`src/rtl/usb_dma_pkg.sv`:
```
// rtl/usb_dma_pkg.sv - shared state encodings and bus constants for the USB EP2 to Wishbone loader
package usb_dma_pkg;

  typedef enum logic [2:0] {
    IDLE     = 3'd0,
    READ     = 3'd1,
    FLUSH    = 3'd2,
    WAIT_ACK = 3'd3,
    DONE     = 3'd4
  } dma_state_t;

  localparam logic [3:0] SEL_LO   = 4'b0011;
  localparam logic [3:0] SEL_ALL  = 4'b1111;
  localparam logic [1:0] EP2_ADDR = 2'b00;

endpackage

```
`src/rtl/usb_word_fifo.sv`:
```
// rtl/usb_word_fifo.sv - synchronous word buffer; pops one or two words per cycle
module usb_word_fifo #(
  parameter int DEPTH = 8,
  parameter int WIDTH = 16
) (
  input  logic                   clk,
  input  logic                   rst,
  input  logic                   push,
  input  logic [WIDTH-1:0]       din,
  input  logic                   pop,
  input  logic                   pop_two,
  output logic [WIDTH-1:0]       dout,
  output logic [WIDTH-1:0]       dout_next,
  output logic [$clog2(DEPTH):0] count,
  output logic                   empty
);

  localparam int AW = $clog2(DEPTH);

  logic [WIDTH-1:0] mem [DEPTH];
  logic [AW-1:0]    wr_ptr;
  logic [AW-1:0]    rd_ptr;
  logic [AW-1:0]    rd_ptr_next;
  logic [AW:0]      pop_n;

  assign pop_n       = pop_two ? (AW+1)'(2) : (pop ? (AW+1)'(1) : '0);
  assign rd_ptr_next = rd_ptr + AW'(1);
  assign dout        = mem[rd_ptr];
  assign dout_next   = mem[rd_ptr_next];
  assign empty       = (count == '0);

  always_ff @(posedge clk) begin
    if (push) mem[wr_ptr] <= din;
  end

  always_ff @(posedge clk) begin
    if (rst) begin
      wr_ptr <= '0;
      rd_ptr <= '0;
      count  <= '0;
    end else begin
      if (push) wr_ptr <= wr_ptr + AW'(1);
      rd_ptr <= rd_ptr + pop_n[AW-1:0];
      count  <= count + (AW+1)'(push) - pop_n;
    end
  end

endmodule

```
`src/rtl/usb_ep_to_wb_dma.sv`:
```
// rtl/usb_ep_to_wb_dma.sv - FX2LP EP2 OUT words buffered and written as Wishbone beats
// Defining USB_DMA_CHECKSUM_EN adds the 16-bit checksum output.
module usb_ep_to_wb_dma
  import usb_dma_pkg::*;
#(
  parameter int          NUM_WORDS = 118,
  parameter logic [31:0] BASE_ADDR = 32'h0000_0000,
  parameter logic [31:0] ADDR_STEP = 32'd1,
  parameter int          BUF_DEPTH = 8,
  parameter int          PACK      = 0
) (
  input  logic        CLKOUT,
  input  logic        rst,
  input  logic        start,
  input  logic        FLAGA,
  input  logic [15:0] FDATA,
  output logic        SLRD,
  output logic        SLOE,
  output logic        SLWR,
  output logic        IFCLK,
  output logic [1:0]  FIFOADR,
  input  logic        stall_o,
  input  logic        sdram_ack,
  output logic        cyc_i,
  output logic        stb_i,
  output logic        we_i,
  output logic [3:0]  sel_i,
  output logic [31:0] addr_i,
  output logic [31:0] data_i,
  output logic        busy,
  output logic        done,
`ifdef USB_DMA_CHECKSUM_EN
  output logic [15:0] checksum,
`endif
  output logic [15:0] word_cnt
);

  localparam int            CW       = $clog2(BUF_DEPTH) + 1;
  localparam logic [15:0]   NW       = 16'(NUM_WORDS);
  localparam logic [CW-1:0] RD_LIMIT = CW'(BUF_DEPTH - 1);

  dma_state_t    state, state_nxt;
  logic [15:0]   head, head_next;
  logic [CW-1:0] occ;
  logic          empty, rd_en, in_job, outst;
  logic          pair_ready, beat_ready, accept, beat_done, beat_load;
  logic          pop_one, pop_two;

  assign SLWR    = 1'b1;
  assign IFCLK   = ~CLKOUT;
  assign FIFOADR = EP2_ADDR;
  assign we_i    = cyc_i;

  assign in_job = (state == READ) || (state == FLUSH);
  // One slot is kept free so a read strobed this cycle always has room.
  assign rd_en  = (state == READ) && FLAGA && (word_cnt < NW) && (occ < RD_LIMIT);

  usb_word_fifo #(.DEPTH(BUF_DEPTH), .WIDTH(16)) u_buf (
    .clk      (CLKOUT),
    .rst      (rst),
    .push     (rd_en),
    .din      (FDATA),
    .pop      (pop_one),
    .pop_two  (pop_two),
    .dout     (head),
    .dout_next(head_next),
    .count    (occ),
    .empty    (empty)
  );

  always_comb begin
    pair_ready = 1'b0;
    beat_ready = !empty;
    if (PACK != 0) begin
      pair_ready = (occ >= CW'(2));
      beat_ready = pair_ready || ((word_cnt == NW) && (occ == CW'(1)));
    end
  end

  assign accept    = stb_i && !stall_o;
  assign beat_done = sdram_ack && (accept || outst);
  assign beat_load = in_job && beat_ready && (!cyc_i || beat_done);
  assign pop_two   = beat_load && pair_ready;
  assign pop_one   = beat_load && !pair_ready;

  always_ff @(posedge CLKOUT) begin
    if (rst) state <= IDLE;
    else     state <= state_nxt;
  end

  always_comb begin
    state_nxt = state;
    SLRD      = ~rd_en;
    SLOE      = 1'b1;
    busy      = 1'b0;
    done      = 1'b0;
    case (state)
      IDLE:     if (start) state_nxt = READ;
      READ: begin
        SLOE = 1'b0;
        busy = 1'b1;
        if ((word_cnt == NW) || (rd_en && (word_cnt == NW - 16'd1))) state_nxt = FLUSH;
      end
      FLUSH: begin
        busy = 1'b1;
        if (empty && !cyc_i) state_nxt = WAIT_ACK;
      end
      WAIT_ACK: begin
        busy = 1'b1;
        if (!outst) state_nxt = DONE;
      end
      DONE: begin
        done      = 1'b1;
        state_nxt = IDLE;
      end
      default:  state_nxt = IDLE;
    endcase
  end

  always_ff @(posedge CLKOUT) begin
    if (rst) begin
      word_cnt <= '0;
    end else if ((state == IDLE) && start) begin
      word_cnt <= '0;
    end else if (rd_en) begin
      word_cnt <= word_cnt + 16'd1;
    end
  end

`ifdef USB_DMA_CHECKSUM_EN
  always_ff @(posedge CLKOUT) begin
    if (rst || ((state == IDLE) && start)) checksum <= '0;
    else if (rd_en)                        checksum <= checksum + FDATA;
  end
`endif

  // Single outstanding beat: later assignments in this block take priority.
  always_ff @(posedge CLKOUT) begin
    if (rst) begin
      cyc_i  <= 1'b0;
      stb_i  <= 1'b0;
      outst  <= 1'b0;
      sel_i  <= '0;
      addr_i <= BASE_ADDR;
      data_i <= '0;
    end else begin
      if ((state == IDLE) && start) addr_i <= BASE_ADDR;
      outst <= (outst || accept) && !sdram_ack;
      if (accept) stb_i <= 1'b0;
      if (beat_done) begin
        addr_i <= addr_i + ADDR_STEP;
        cyc_i  <= 1'b0;
      end
      if (beat_load) begin
        cyc_i  <= 1'b1;
        stb_i  <= 1'b1;
        data_i <= pair_ready ? {head_next, head} : {16'h0000, head};
        sel_i  <= pair_ready ? SEL_ALL : SEL_LO;
      end
    end
  end

endmodule

```
`config.mk`:
```
export PLATFORM = sky130hd
export DESIGN_NAME = usb_ep_to_wb_dma
export DESIGN_NICKNAME = d
export VERILOG_FILES = /design/src/rtl/usb_dma_pkg.sv /design/src/rtl/usb_word_fifo.sv /design/src/rtl/usb_ep_to_wb_dma.sv
export SDC_FILE = /design/constraint.sdc
export NUM_CORES = 1
export LEC_CHECK = 0
export ABC_AREA = 0
export CORE_MARGIN = 3
export CORE_UTILIZATION = 45
export CTS_CLUSTER_DIAMETER = 60
export CTS_CLUSTER_SIZE = 16
export DETAILED_ROUTE_END_ITERATION = 6
export PLACE_DENSITY = 0.67
export RECOVER_POWER = 50
export SETUP_SLACK_MARGIN = 0.3
export SLEW_MARGIN = 0
export SYNTH_ARGS = -nofsm -noshare
export SYNTH_HDL_FRONTEND = slang
export SYNTH_HIERARCHICAL = 1
export SYNTH_SLANG_ARGS = --single-unit
export TNS_END_PERCENT = 20
```
`constraint.sdc`:
```
create_clock -name CLKOUT -period 3.93 [get_ports CLKOUT]
set_input_delay 0.5895 -clock CLKOUT [delete_from_list [all_inputs] [get_ports CLKOUT]]
set_output_delay 0.5895 -clock CLKOUT [all_outputs]
set_load 0.05 [all_outputs]
```
==> results_dict.tcl, run 1 <==
set metrics [dict create \
    fin_hold_ws_ns 0.472 \
    finClkSkew_ns 0.0194 \
    fin_setup_tns_ns 0 \
    vias 5386 \
    fin_util_pct 55.4 \
    grt_antenna_before_repair 0 \
    mostFrequentLayoutCell "edfxtp_1" \
    grt_pass1_wl_um 29000 \
    rows 50 \
    finalHoldViolCount 0 \
    violations "capacitance limit, slew limit" \
    peakVddDrop_v 0.000371 \
    antenna_cells 0 \
    p_leak_uw 0.00357 \
    postCtsHoldBufs 0 \
    gr-total-overflow 0 \
    drive_gt1_share_pct 13.5 \
    boundaryPins 117 \
    critPathLaunchType "clock port" \
    place.gp.congestion 0.801 \
    h-tree-depth 1 \
    ant_nets 0 \
    clk_pin_slew_ns 0.07 \
    syn_avg_cell_area_um2 13.7 \
    rsz0062_at_grt "false" \
    worstPathArrival_ns 3.00 \
    dp_hpwl_um 11600 \
    outcome "finished with violations" \
    clockBufferDepth 3 \
    cts_buffers 19 \
    relSlewSlack_pct -49.1 \
    core_area_mm2 0.0190 \
    setup_viol 0 \
    track_usage_pct 16.7 \
    drcViolationCount 0 \
    routed_wl_um 17800 \
    dieArea_mm2 0.0212 \
    cts_root_buffer "clkbuf_16" \
    postSynthCellCount 639 \
    syn_area_mm2 0.00878 \
    cts_tree "built" \
    cap_violations 2 \
    drt_iter0_markers 345 \
    hp-class "reg -> reg" \
    clk_latency_ns 0.49 \
    slew_violations 67 \
    die_y_um 146 \
    vias_per_cell 5.34 \
    grt_pass1_vias 5470 \
    die_w_um 146 \
    dr.pass1.iters 4 \
    initial_core_util_pct 46.3 \
    worstSetupPathType "clk -> out" \
    fin_nets 769 \
    yosys_warnings 6 \
    path_max_fanout 13 \
    syn_to_final_growth_pct 19.6 \
    grt_max_degree 48 \
    wl_per_cell_um 17.6 \
    critPathRequiredTime_ns 3.34 \
    worst_pin_slew_ns 2.24 \
    layout_common_cells "edfxtp_1, dfxtp_1, nor2_1" \
    portBuffers 95 \
    endpoint_kind "primary output" \
    powerDensity_mw_per_mm2 497 \
]
==> cell type report <==
cell class / count / area (um2)
inverter: 18 / 67.6
sequential: 209 / 5470
multi-input combinational: 379 / 2970
clock inverter: 8 / 111
timing repair buffer: 106 / 1020
clock buffer: 28 / 547
tap: 260 / 325
fill: 1561 / 8450
==> registers in the layout (all words and copies together) (netlist names), 3 cells and up <==
| register | count |
|---|---|
| addr_i | 32 |
| data_i | 16 |
| state | 3 |
| u_buf/count | 4 |
| u_buf/mem | 128 |
| u_buf/rd_ptr | 3 |
| u_buf/wr_ptr | 3 |
| word_cnt | 16 |
==> critical path, stage by stage <==
cell and delay (ns):
clkbuf_16 0.13, clkbuf_16 0.19, clkbuf_16 0.18, inv_1 0.05
clkdlybuf4s15_1 0.48
==> power by group <==
group | total [uW] | switching [uW] | internal, uW | leakage (uW)
clock | 1970 | 851 | 1120 | 0.000320
combinational | 774 | 458 | 317 | 0.00144
sequential | 2480 | 83.3 | 2390 | 0.00181
total | 5220 | 1390 | 3830 | 0.00357
==> per-layer routing <==
metal  part of all wire (%)  vias up  track usage (%)
li1                       -     2538                -
met1                     43     2678             22.0
met2                     50      145             28.7
met3                    5.2       25             2.96
met4                    1.8        0             4.27
met5                      0        -                0
==> worst paths after layout <==
check / depth (start not counted) / endpoint / startpoint / slack, ns
max: 5 / IFCLK / CLKOUT / 0.34
min: 1 / addr_i[31] / addr_i[31] / 0.47
max reg2reg: 8 / data_i[1] / u_buf/count[2] / 0.88
min reg2reg: 1 / addr_i[31] / addr_i[31] / 0.47
==> per-stage QoR <==
stage | total power (uW) | cell area (um2) | instances | worst slack [ns]
2_1_floorplan | 3170 | 8870 | 660 | 0.240
3_3_place_gp | 3360 | 9880 | 974 | 0.567
3_5_place_dp | 3390 | 9880 | 974 | 0.567
4_1_cts | 5310 | 10500 | 1008 | 0.314
5_1_grt | 5440 | 10500 | 1008 | 0.173
6_report | 5220 | 10500 | 1008 | 0.339
==> what timing repair did <==
item                                    in CTS  in global routing
endpoints found under the setup margin       1                  0
buffers inserted                             0                  0
gates resized for setup                      2                  0
(Power assumes the default switching activity.)
==> inputs of run 2 (changes only) <==
- PLACE_DENSITY: 0.67 -> 0.75
- SLEW_MARGIN: 0 -> default
==> run 2 against run 1 <==
  * The run still ends with capacitance limit, slew limit left
  * Global-route usage rose by 0.50 points
  * Power decreased by 4.8%
  * Design area shrank 0.95%
  * Hold slack got worse by 0.0037 ns
  * Sequential share of layout area increased by 0.49 points
  * Routed wire length up 3.6%
==> results_dict.tcl, run 2 (same netlist as run 1, synthesis figures left out) <==
set metrics [dict create \
    vias 5440 \
    peakVddDrop_v 0.000428 \
    clockBufferDepth 3 \
    rows 50 \
    die_y_um 146 \
    finalHoldViolCount 0 \
    cap_violations 2 \
    hp-class "reg -> reg" \
    drcViolationCount 0 \
    p_total_uw 4970 \
    reg_top3 "u_buf/mem: 128 flops, addr_i: 32 flops" \
    core_area_mm2 0.0190 \
    drive_gt1_share_pct 13.1 \
    relSlewSlack_pct -24.9 \
    critPathLaunchType "clock port" \
    fin_hold_ws_ns 0.468 \
    slew_violations 60 \
    path_max_fanout 9 \
    multi_input_area_mm2 0.00297 \
    die_w_um 146 \
    slowest_delay_ns 0.26 \
    cts_root_buffer "clkbuf_16" \
    place_ws_ns 0.567 \
    drt_iter0_markers 372 \
    clk_latency_ns 0.49 \
    fin_setup_tns_ns 0 \
    critPathRequiredTime_ns 3.34 \
    grt_max_degree 41 \
    grt_antenna_before_repair 0 \
    mostFrequentLayoutCell "edfxtp_1" \
    gr-total-overflow 0 \
    largest_register_ffs 128 \
    routed_wl_um 18400 \
    top_register "u_buf/mem" \
    worstSetupPathType "clk -> out" \
    setup_slack_ns 0.563 \
    h-tree-depth 1 \
    boundaryPins 117 \
    grt_pass1_wl_um 29600 \
    track_usage_pct 17.2 \
    antenna_cells 0 \
    dieArea_mm2 0.0212 \
    cpMaxStageDelayCell "clkbuf_2" \
    portBuffers 95 \
    fillCellCount 1487 \
    clk_pin_slew_ns 0.07 \
    setup_viol 0 \
    cts_buffers 18 \
    regArea_mm2 0.00547 \
    cp_common_cell "clkbuf_16" \
    rsz0062_at_grt "false" \
    endpoint_kind "primary output" \
    cts_tree "built" \
    dp_hpwl_um 12300 \
    syn_to_final_growth_pct 18.4 \
    worst-path-buf-inv 5 \
    wl_per_cell_um 18.3 \
    worst_pin_slew_ns 1.87 \
    ant_nets 0 \
    layout_common_cells "edfxtp_1, dfxtp_1, nor2_1" \
    powerDensity_mw_per_mm2 478 \
    violations "capacitance limit, slew limit" \
    fin_nets 769 \
    worstPathArrival_ns 2.78 \
    finClkSkew_ns 0.0141 \
    postCtsHoldBufs 0 \
    outcome "finished with violations" \
    critPathTopFamily "buffers and inverters" \
    dr.pass1.iters 5 \
    grt_pass1_vias 5434 \
    crit_chain "clkbuf_16 -> clkbuf_16 -> clkbuf_16 -> inv_1 -> clkbuf_2" \
    vias_per_cell 5.40 \
    place.gp.congestion 0.833 \
    initial_core_util_pct 46.3 \
    p_leak_uw 0.00351 \
    fin_util_pct 54.9 \
]
-- run 2: cell count changes in the layout (fill, tap and decap cells not counted), moves of 2 or more --
cell,previous run,this run
clkbuf_16,20,18
clkdlybuf4s50_1,49,55
dlygate4sd3_1,44,38
clkbuf_1,9,11
bufinv_16,2,0
-- run 2: cell type report --
cell class / instances / area share, %
well taps: 260 / 3.13
multi-input cells: 379 / 28.5
flip-flops and latches: 209 / 52.5
clock inverters: 6 / 0.505
clock buffers: 28 / 4.80
inverters: 18 / 0.649
repair buffers: 107 / 9.85
-- run 2: through the flow --
step,area [um2],std cells
after floorplan,8870,660
after global placement,9890,975
after detailed placement,9890,975
after CTS,10400,1007
after global routing,10400,1007
final,10400,1007
-- run 2: worst paths after layout --
kind	startpoint	to	slack [ns]	cells after the start
max	CLKOUT	IFCLK	0.56	5
min	addr_i[31]	addr_i[31]	0.47	1
min reg2reg	addr_i[31]	addr_i[31]	0.47	1
max reg2reg	u_buf/count[2]	data_i[5]	0.99	8
-- run 2: what timing repair did --
item,CTS,global route
pin swaps,0,0
resized for setup,2,1
setup buffers,0,0
endpoints found under the setup margin,1,1
-- run 2: worst reg2reg max path, stage by stage, from the launching register on --
cell      delay (ns)
dfxtp_1         0.34
inv_1           0.06
ha_1            0.18
nor3b_1         0.15
or3_1           0.37
a21oi_1         0.15
clkbuf_1        1.12
mux2i_1         0.32
nor2_1          0.06
-- run 2: per-layer routing --
layer  GRT usage, %  vias up  wire length (um)
met1           22.7     2663              7840
met5              0        -                 0
met4           4.65        0               444
met3           3.27       35              1130
met2           29.2      205              8960
li1               -     2537                 -
-- run 2: report_power, final --
part / internal, uW / switching (uW) / total [uW] / leakage [uW]
registers: 2390 / 67.7 / 2460 / 0.00181
clock network: 897 / 820 / 1720 / 0.000269
logic: 316 / 478 / 794 / 0.00143
==> inputs of run 3 (changes only) <==
- CELL_PAD_IN_SITES_DETAIL_PLACEMENT: default -> 0
- CELL_PAD_IN_SITES_GLOBAL_PLACEMENT: default -> 1
- PLACE_DENSITY: 0.75 -> 0.86
==> run 3 against run 2 <==
  * The run still ends with capacitance limit, slew limit left
  * Register-to-register slack better by 0.06 ns
  * Hold slack better by 0.0092 ns
  * Routed wire length down 0.76%
  * Clock skew increased by 0.0066 ns
  * Power up 2.5%
  * Non-clock buffer count fell by 1
  * Core utilization increased by 0.25 points
  * Flip-flop and latch count stayed put
  * First-iteration DRC count up 6.2%
  * Clock-buffer cell count down 1
  * Critical path type unchanged
  * Global-route usage fell by 0.28 points
==> results_dict.tcl, run 3 (same netlist as run 1, synthesis figures left out) <==
set metrics [dict create \
    cts_root_buffer "clkbuf_16" \
    p_int_uw 3720 \
    outcome "finished with violations" \
    mostFrequentLayoutCell "edfxtp_1" \
    finalHoldViolCount 0 \
    clockBufferDepth 3 \
    wl_per_cell_um 18.1 \
    fin_nets 768 \
    worstSetupPathType "clk -> out" \
    relSlewSlack_pct -26.7 \
    peakVddDrop_v 0.000393 \
    reg_top3 "u_buf/mem: 128 flops, addr_i: 32 flops" \
    dr.pass1.iters 5 \
    grt_antenna_before_repair 0 \
    cts_tree "built" \
    post_cts_buffers 0 \
    postCtsHoldBufs 0 \
    clk_latency_ns 0.50 \
    setup_viol 0 \
    slew_violations 42 \
    gr-total-overflow 0 \
    cap_violations 1 \
    violations "capacitance limit, slew limit" \
    fin_setup_tns_ns 0 \
    place.gp.congestion 0.837 \
    largest_register_ffs 128 \
    track_usage_pct 16.9 \
    top_register "u_buf/mem" \
    syn_to_final_growth_pct 19.0 \
    boundaryPins 117 \
    clkPwrFrac_pct 36.3 \
    drt_iter0_markers 395 \
    finClkSkew_ns 0.0207 \
    worst_pin_slew_ns 1.90 \
    power_frac_comb_pct 15.0 \
    die_w_um 146 \
    hp-class "reg -> reg" \
    netSwitchingPower_uw 1370 \
    swShare_pct 27.0 \
    fin_area_mm2 0.0105 \
    portBuffers 95 \
    path_max_fanout 11 \
    p_leak_uw 0.00353 \
    vias 5396 \
    initial_core_util_pct 46.3 \
    endpoint_kind "primary output" \
    dp_hpwl_um 11900 \
    worstPathArrival_ns 2.79 \
    layout_common_cells "edfxtp_1, dfxtp_1, nor2_1" \
    place_inst 974 \
    dieArea_mm2 0.0212 \
    drcViolationCount 0 \
    rsz0062_at_grt "false" \
    cts_buffers 18 \
    die_y_um 146 \
    place_ws_ns 0.567 \
    powerDensity_mw_per_mm2 488 \
    core_area_mm2 0.0190 \
    drive_gt1_share_pct 13.1 \
    fin_cells 1006 \
    rows 50 \
    dpl_cell_area_mm2 0.00988 \
    critPathRequiredTime_ns 3.34 \
    seq_power_share_pct 48.7 \
    vias_per_cell 5.36 \
    critPathLaunchType "clock port" \
    grt_pass1_vias 5500 \
    routed_wl_um 18200 \
    grt_pass1_wl_um 29200 \
    clk_pin_slew_ns 0.07 \
    antenna_cells 0 \
    setup_slack_ns 0.555 \
    h-tree-depth 1 \
    ant_nets 0 \
    p_total_uw 5100 \
    grt_max_degree 42 \
]
## run 3: cell types whose count changed in the layout (fill, tap and decap cells not counted), sizes merged
cell,before,now
buf,11,9
bufinv,0,2
clkinv,2,4
inv,21,19
clkinvlp,1,0
## run 3: metal layers
layer / track usage, % / share of wire (%) / vias up / routed length (um)
li1: - / - / 2537 / -
met1: 21.8 / 42 / 2673 / 7690
met2: 29.7 / 51 / 162 / 9260
met3: 3.18 / 5.3 / 24 / 972
met4: 3.99 / 1.7 / 0 / 318
met5: 0 / 0 / - / 0
## run 3: path summary, 6_finish.rpt
path	from	end	slack [ns]	depth (start not counted)
worst max-delay path	CLKOUT	IFCLK	0.55	5
worst min-delay path	addr_i[31]	addr_i[31]	0.48	1
worst max register to register	u_buf/count[2]	data_i[1]	1.05	8
worst min register to register	addr_i[31]	addr_i[31]	0.48	1
## run 3: critical path, stage by stage
cell and delay (ns):
clkbuf_16 0.13, clkbuf_16 0.19, clkbuf_16 0.18, inv_1 0.05, clkbuf_2 0.26
## run 3: metrics by stage
step | hold WS (ns) | util [%]
3_3_place_gp | 0.462 | 52.1
3_5_place_dp | 0.471 | 52.1
2_1_floorplan | 0.492 | -
4_1_cts | 0.481 | 55.3
5_1_grt | 0.516 | 55.1
6_report | 0.477 | 55.1
## run 3: layout make-up
class                      instances  area, um2
multi-input combinational        379       2970
clock buffer                      27        485
fill                            1563       8500
sequential                       209       5470
clock inverter                     7        124
timing repair buffer             106       1010
tap                              260        325
inverter                          18       67.6
## run 3: power by group through the flow
| stage | Clock (uW) | Sequential (uW) | Combinational, uW |
|---|---|---|---|
| after global placement | 62.2 | 2530 | 769 |
| final | 1850 | 2480 | 765 |
| after global routing | 1990 | 2500 | 829 |
| after CTS | 1900 | 2490 | 790 |
| after floorplan | 43.0 | 2600 | 534 |
| after detailed placement | 62.2 | 2530 | 786 |
## run 3: repair_timing
item / in CTS / in global routing
cloned: 0 / 0
gates resized for setup: 2 / 1
setup endpoints to repair: 1 / 1
